--- config.mk ---
export PLATFORM = sky130hd
export DESIGN_NAME = packet_scheduler
export DESIGN_NICKNAME = d
export VERILOG_FILES = /design/src/rtl/packet_scheduler.sv
export SDC_FILE = /design/constraint.sdc
export NUM_CORES = 1
export LEC_CHECK = 0
export BUFFER_PORTS_ARGS = -buffer_cell sky130_fd_sc_hd__buf_2
export CAP_MARGIN = 25
export CELL_PAD_IN_SITES_DETAIL_PLACEMENT = 2
export CELL_PAD_IN_SITES_GLOBAL_PLACEMENT = 2
export CORE_MARGIN = 3
export CORE_UTILIZATION = 36
export CTS_CLUSTER_SIZE = 20
export DETAILED_ROUTE_END_ITERATION = 8
export PLACE_DENSITY = 0.79
export SLEW_MARGIN = 5
export SYNTH_ARGS = -nofsm -noshare
export SYNTH_HDL_FRONTEND = slang
export SYNTH_SLANG_ARGS = --single-unit
--- constraint.sdc ---
create_clock -name clk -period 2.4 [get_ports clk]
set_input_delay 0.12 -clock clk [delete_from_list [all_inputs] [get_ports clk]]
set_output_delay 0.12 -clock clk [all_outputs]
set_load 0.03 [all_outputs]
--- src/rtl/packet_scheduler.sv ---
// rtl/packet_scheduler.sv - Priority packet scheduler driving reward packing and MAC handoff
module packet_scheduler #(
    parameter int WORD_WIDTH   = 16,
    parameter int MR_TIMEOUT   = 15,
    parameter int CHT_TIMEOUT  = 15,
    parameter int MAX_INV_HOPS = 4,
    parameter int DONE_LIMIT   = 63
) (
    input  logic                  clk,
    input  logic                  rst,
    input  logic                  en,
    input  logic [2:0]            fPacketType,
    input  logic                  iAmDestination,
    input  logic [WORD_WIDTH-1:0] hopsFromCH,
    input  logic                  role,
    input  logic                  low_E,
    input  logic                  iHaveData,
    input  logic [5:0]            neighborCount,
    input  logic                  reward_done,
    input  logic                  tx_ready,
    output logic                  reward_en,
    output logic [2:0]            sched_type,
    output logic [5:0]            nTableIndex_sched,
    output logic                  tx_valid,
    output logic                  busy,
    output logic                  sched_err
);
    // Flag indices double as priority: lower index wins.
    localparam logic [2:0] F_SOS   = 3'd0;
    localparam logic [2:0] F_DATA  = 3'd1;
    localparam logic [2:0] F_HB    = 3'd2;
    localparam logic [2:0] F_INV   = 3'd3;
    localparam logic [2:0] F_CHINV = 3'd4;
    localparam logic [2:0] F_CHT   = 3'd5;
    localparam logic [2:0] F_MR    = 3'd6;
    localparam logic [2:0] F_OWN   = 3'd7;

    localparam logic [15:0]           MR_LOAD   = 16'(MR_TIMEOUT);
    localparam logic [15:0]           CHT_LOAD  = 16'(CHT_TIMEOUT);
    localparam logic [WORD_WIDTH-1:0] HOP_LIMIT = WORD_WIDTH'(MAX_INV_HOPS);
    localparam logic [7:0]            DONE_LAST = 8'(DONE_LIMIT - 1);

    typedef enum logic [1:0] {S_IDLE, S_LAUNCH, S_WAIT_DONE, S_TX} state_t;
    state_t state, state_nxt;

    logic [7:0]  flags, flag_set, flag_clr;
    logic [2:0]  grant_src, cur_src, type_q;
    logic        grant_any, cht_skip, launch, tx_done, cht_more, timeout;
    logic        hb_lock, role_q, inv_rx, own_busy;
    logic        mr_armed, mr_used, mr_expire, cht_armed, cht_expire;
    logic [15:0] mr_cnt, cht_cnt;
    logic [7:0]  done_cnt;
    logic        err_q;
    logic [5:0]  idx_q;

    function automatic logic [2:0] src_type(input logic [2:0] src);
        case (src)
            F_SOS:            return 3'b110;
            F_HB:             return 3'b000;
            F_INV, F_CHINV:   return 3'b010;
            F_CHT:            return 3'b100;
            F_MR:             return 3'b011;
            default:          return 3'b101;
        endcase
    endfunction

    assign inv_rx     = en && (fPacketType == 3'b010);
    assign own_busy   = (state != S_IDLE) && (cur_src == F_OWN);
    assign mr_expire  = mr_armed && (mr_cnt <= 16'd1);
    assign cht_expire = cht_armed && (cht_cnt <= 16'd1);

    always_comb begin
        grant_src = 3'd0;
        for (int i = 7; i >= 0; i--) begin
            if (flags[i]) grant_src = 3'(i);
        end
    end

    assign grant_any = |flags;
    assign cht_skip  = (state == S_IDLE) && grant_any && (grant_src == F_CHT) && (neighborCount == 6'd0);
    assign launch    = (state == S_IDLE) && grant_any && !cht_skip;
    assign tx_done   = (state == S_TX) && tx_ready;
    assign cht_more  = (cur_src == F_CHT) && (({1'b0, idx_q} + 7'd1) < {1'b0, neighborCount});
    assign timeout   = (state == S_WAIT_DONE) && !reward_done && (done_cnt >= DONE_LAST);

    always_comb begin
        flag_set          = 8'd0;
        flag_set[F_SOS]   = en && iAmDestination && low_E;
        flag_set[F_DATA]  = en && (fPacketType == 3'b101) && iAmDestination && !low_E;
        flag_set[F_HB]    = en && (fPacketType == 3'b000) && !hb_lock;
        flag_set[F_INV]   = inv_rx && (hopsFromCH < HOP_LIMIT) && !role;
        flag_set[F_CHINV] = role && !role_q;
        flag_set[F_CHT]   = cht_expire;
        flag_set[F_MR]    = mr_expire;
        flag_set[F_OWN]   = iHaveData && !own_busy;
        flag_clr          = 8'd0;
        if (launch || cht_skip) flag_clr[grant_src] = 1'b1;
    end

    always_ff @(posedge clk or posedge rst) begin
        if (rst) state <= S_IDLE;
        else     state <= state_nxt;
    end

    always_comb begin
        state_nxt = state;
        case (state)
            S_IDLE:      if (launch) state_nxt = S_LAUNCH;
            S_LAUNCH:    state_nxt = S_WAIT_DONE;
            S_WAIT_DONE: begin
                if (reward_done)  state_nxt = S_TX;
                else if (timeout) state_nxt = S_IDLE;
            end
            S_TX:        if (tx_ready) state_nxt = cht_more ? S_LAUNCH : S_IDLE;
            default:     state_nxt = S_IDLE;
        endcase
    end

    always_comb begin
        reward_en = (state == S_LAUNCH);
        tx_valid  = (state == S_TX);
        busy      = (state != S_IDLE);
    end

    always_ff @(posedge clk or posedge rst) begin
        if (rst) begin
            flags     <= 8'd0;
            role_q    <= 1'b0;
            hb_lock   <= 1'b0;
            mr_armed  <= 1'b0;
            mr_used   <= 1'b0;
            mr_cnt    <= 16'd0;
            cht_armed <= 1'b0;
            cht_cnt   <= 16'd0;
            done_cnt  <= 8'd0;
            err_q     <= 1'b0;
            cur_src   <= 3'd0;
            type_q    <= 3'b111;
            idx_q     <= 6'd32;
        end else begin
            // Set wins over the grant clear on the same edge.
            flags  <= (flags & ~flag_clr) | flag_set;
            role_q <= role;
            if (flag_set[F_HB])                     hb_lock <= 1'b1;
            else if (en && fPacketType == 3'b101)   hb_lock <= 1'b0;

            // MR timer arms once per reset on the first INV heard as a member.
            if (!mr_armed && !mr_used && inv_rx && !role) begin
                mr_armed <= 1'b1;
                mr_used  <= 1'b1;
                mr_cnt   <= MR_LOAD;
            end else if (mr_expire) begin
                mr_armed <= 1'b0;
                mr_cnt   <= 16'd0;
            end else if (mr_armed) begin
                mr_cnt   <= mr_cnt - 16'd1;
            end

            if (tx_done && cur_src == F_CHINV) begin
                cht_armed <= 1'b1;
                cht_cnt   <= CHT_LOAD;
            end else if (cht_expire) begin
                cht_armed <= 1'b0;
                cht_cnt   <= 16'd0;
            end else if (cht_armed) begin
                cht_cnt   <= cht_cnt - 16'd1;
            end

            if (state == S_LAUNCH)                           done_cnt <= 8'd0;
            else if (state == S_WAIT_DONE && !reward_done)  done_cnt <= done_cnt + 8'd1;
            err_q <= timeout;

            if (launch) begin
                cur_src <= grant_src;
                type_q  <= src_type(grant_src);
            end else if (timeout) begin
                type_q  <= 3'b111;
            end

            if (launch)                                        idx_q <= (grant_src == F_CHT) ? 6'd0 : 6'd32;
            else if (tx_done && cht_more)                      idx_q <= idx_q + 6'd1;
            else if (state != S_IDLE && state_nxt == S_IDLE)   idx_q <= 6'd32;
        end
    end

    assign sched_type        = type_q;
    assign nTableIndex_sched = idx_q;
    assign sched_err         = err_q;
endmodule

==> flow_metrics.py <==
metrics = {
    "status": {
        "status": "complete, no violations",
    },
    "grt": {
        "grt_first_pass_wirelength_microns": 19200,
        "grt_start_max_net_pins": 42,
        "overflow": 0,
        "grt_pass1_vias": 3851,
        "antenna_found_initial": 0,
        "grt_use_total_pct": 21.0,
    },
    "placement": {
        "place.gp.congestion": 0.765,
        "placed_cell_area_sq_um": 4270,
        "dp_hpwl_microns": 8160,
        "placedCellCount": 586,
        "portBuffers": 44,
    },
    "die": {
        "dieArea_sq_um": 11700,
        "core_sq_um": 9950,
        "die_y_microns": 108,
        "num_rows": 36,
        "die_w_microns": 108,
        "initial_core_util_pct": 37.7,
        "pin_count": 47,
    },
    "pwr": {
        "power.leakage_nw": 2.06,
        "power.density_nw_per_um2": 850,
        "power.total_mw": 3.86,
        "vdd_drop_max_mv": 0.319,
    },
    "drt": {
        "drt_iter0_markers": 70,
        "drt_first_pass_iters": 4,
        "drt_wl_total_microns": 11500,
        "vias": 3430,
        "routed_via_density": 5.64,
        "drc": 0,
        "ant_nets": 0,
        "post_drt_wl_per_cell_microns": 18.9,
    },
    "clock_tree": {
        "cts_made_buffers": 9,
        "tritoncts": "yes",
        "htreeDepth": 3,
        "clkTransAtPathRegs_ns": 0.08,
        "cts_root_buffer": "clkbuf_8",
        "cts_buffer_depth": 2,
        "cts_num_sinks": 68,
        "insertion_delay_ns": 0.36,
    },
    "synth": {
        "syn-num-nets": 441,
        "yosys_most_used_dff": "dfrtp_1",
        "ys_ff_latch": 68,
        "synth_warnings": 0,
        "yosysSeqAreaShare_pct": 45.5,
        "synth_cell_type_count": 61,
        "postSynthCellCount": 395,
        "async_flop_share_pct": 100,
        "synth_edf_count": 0,
        "avgSynthCellArea_sq_um": 9.50,
        "netlist_area_sq_um": 3750,
    },
    "layout": {
        "final_nets": 516,
        "multi_input_area_sq_um": 1940,
        "final_common_cell": "dfrtp_1",
        "seqCellArea_sq_um": 1710,
        "diodes": 0,
        "area_growth_syn_to_layout_pct": 21.1,
        "fin_cells": 608,
        "final_cell_area_sq_um": 4550,
        "final_core_util_pct": 45.7,
        "fill_cells": 1092,
        "final_layout_size_suffix_gt1_share_pct": 24.6,
        "final_cell_mix": "62 x dfrtp_1, 44 x buf_2, 30 x nor2_1, 28 x o21ai_0, 27 x buf_4",
    },
    "run": {
        "drv_cap": 0,
    },
    "critical_path": {
        "crit_required_ns": 2.71,
        "crit_type": "reg -> reg",
        "slowest_delay_ns": 0.41,
        "path_cells": "ha_2 > and3_4 > xor2_2 > ha_1 > a21o_1 > a32oi_1 > o211ai_1 > nor2_2 > mux2_2",
        "worst_setup_path_start_kind": "flip-flop",
        "worst_path_max_delay_cell": "dfrtp_1",
        "critPathCaptureType": "flip-flop",
        "cp_max_fo": 4,
        "regToRegSetupSlack_ns": 0.07,
        "arrival_ns": 2.63,
    },
    "sta": {
        "slew_violations": 0,
        "max_freq_mhz": 430,
        "fin_crit_ns": 2.33,
        "fin_skew_ns": 0.00804,
        "tightestPinTransition_ns": 0.691,
        "min_period_over_period_pct": 96.9,
        "slew_headroom_pct": 53.6,
        "final-hold-violation-count": 0,
        "rsz0062_at_grt": "yes",
        "setup_viol": 0,
        "timing.hold.ws_ns": 0.0250,
    },
    "worst_hold_path": {
        "min_path_type": "in -> reg",
    },
}
## state kept, by name, indices dropped and copies added, names as in the netlist
name and flops:
mr_armed 1, cht_armed 1, mr_cnt 16, cur_src 3, state 2, mr_used 1, sched_type 3, hb_lock 1
role_q 1, flags 8, done_cnt 8, nTableIndex_sched 6, sched_err 1, cht_cnt 16
## power by group
part           internal [mW]  switching [mW]  total [mW]
Combinational          0.495           0.741        1.24
Sequential              1.41           0.273        1.68
Clock                  0.475           0.466       0.941
## metal layers
layer  global-route usage (%)  part of all wire [%]  vias up
met1                     24.5                    43     1759
met3                     3.52                   2.0       13
met2                     38.7                    54       40
met5                        0                     0        -
li1                         -                     -     1618
met4                     7.30                   1.6        0
## cell families (layout without fill, tap and decap cells)
group | count (synthesis) | after routing | synth area share (%)
multiplexers | 4 | 4 | 1.17
XOR/XNOR | 7 | 7 | 1.63
flip-flops | 68 | 68 | 45.5
AO/OA/AOI/OAI | 106 | 106 | 18.9
AND/OR/NAND/NOR | 167 | 167 | 25.0
adder cells (fa/ha/maj) | 12 | 12 | 4.00
buffers and inverters | 31 | 111 | 3.77
## cells in the mapped netlist, types with 8 or more instances
cell	n	area share (%)
nor2_1	31	3.1
nand2b_1	8	1.3
and3_1	8	1.3
nor3_1	13	1.7
o21ai_0	28	3.7
nand3_1	22	2.9
inv_1	20	2.0
ha_1	12	4.0
nor4_1	14	2.3
nand2_1	23	2.3
a21oi_1	17	2.3
a21o_1	12	2.4
dfrtp_1	64	43
## final timing paths
check	from	endpoint	depth (start not counted)
worst min register to register	role_q$_DFF_PP0_	flags[4]$_DFF_PP0_	1
worst max register to register	nTableIndex_sched[1]$_DFFE_PP0P_	nTableIndex_sched[0]$_DFFE_PP0P_	9
worst max-delay path	nTableIndex_sched[1]$_DFFE_PP0P_	nTableIndex_sched[0]$_DFFE_PP0P_	9
min in group asynchronous	rst	mr_cnt[4]$_DFFE_PP0P_	3
worst min-delay path	iAmDestination	flags[1]$_DFF_PP0_	3
max in group asynchronous	rst	nTableIndex_sched[5]$_DFFE_PP1P_	4
## worst max-delay path: cells and delay by family (launching register included)
kind	cells	cell delay, ns
and+or+nand+nor	2	0.45
AOI/OAI and AO/OA	3	0.55
adders and majority gates	2	0.53
muxes	1	0.18
DFF	1	0.41
xor gates and xnor gates	1	0.15
## timing repair
| action | CTS | global route |
|---|---|---|
| setup endpoints to repair | 3 | 8 |
| gates cloned | 0 | 0 |
| pin swaps | 0 | 4 |
| buffers inserted | 0 | 3 |
| endpoints found under the hold margin | 29 | 0 |
| resized for setup | 1 | 10 |
| hold buffers | 3 | 0 |
## metrics by stage
step | setup slack (ns) | setup TNS [ns]
floorplan | 0.112 | 0
global placement | 0.160 | 0
detailed placement | 0.0317 | 0
CTS | 0.0100 | 0
global route | -0.0351 | -0.0860
finish | 0.0739 | 0
## cell type report
type	count	share of cell area, %
Clock inverter	5	1.16
Timing Repair Buffer	75	10.4
Sequential cell	68	37.6
Clock buffer	11	2.89
Tap cell	133	3.66
Inverter	20	1.65
Multi-Input combinational cell	296	42.6
Power figures use the tool's default switching activity.
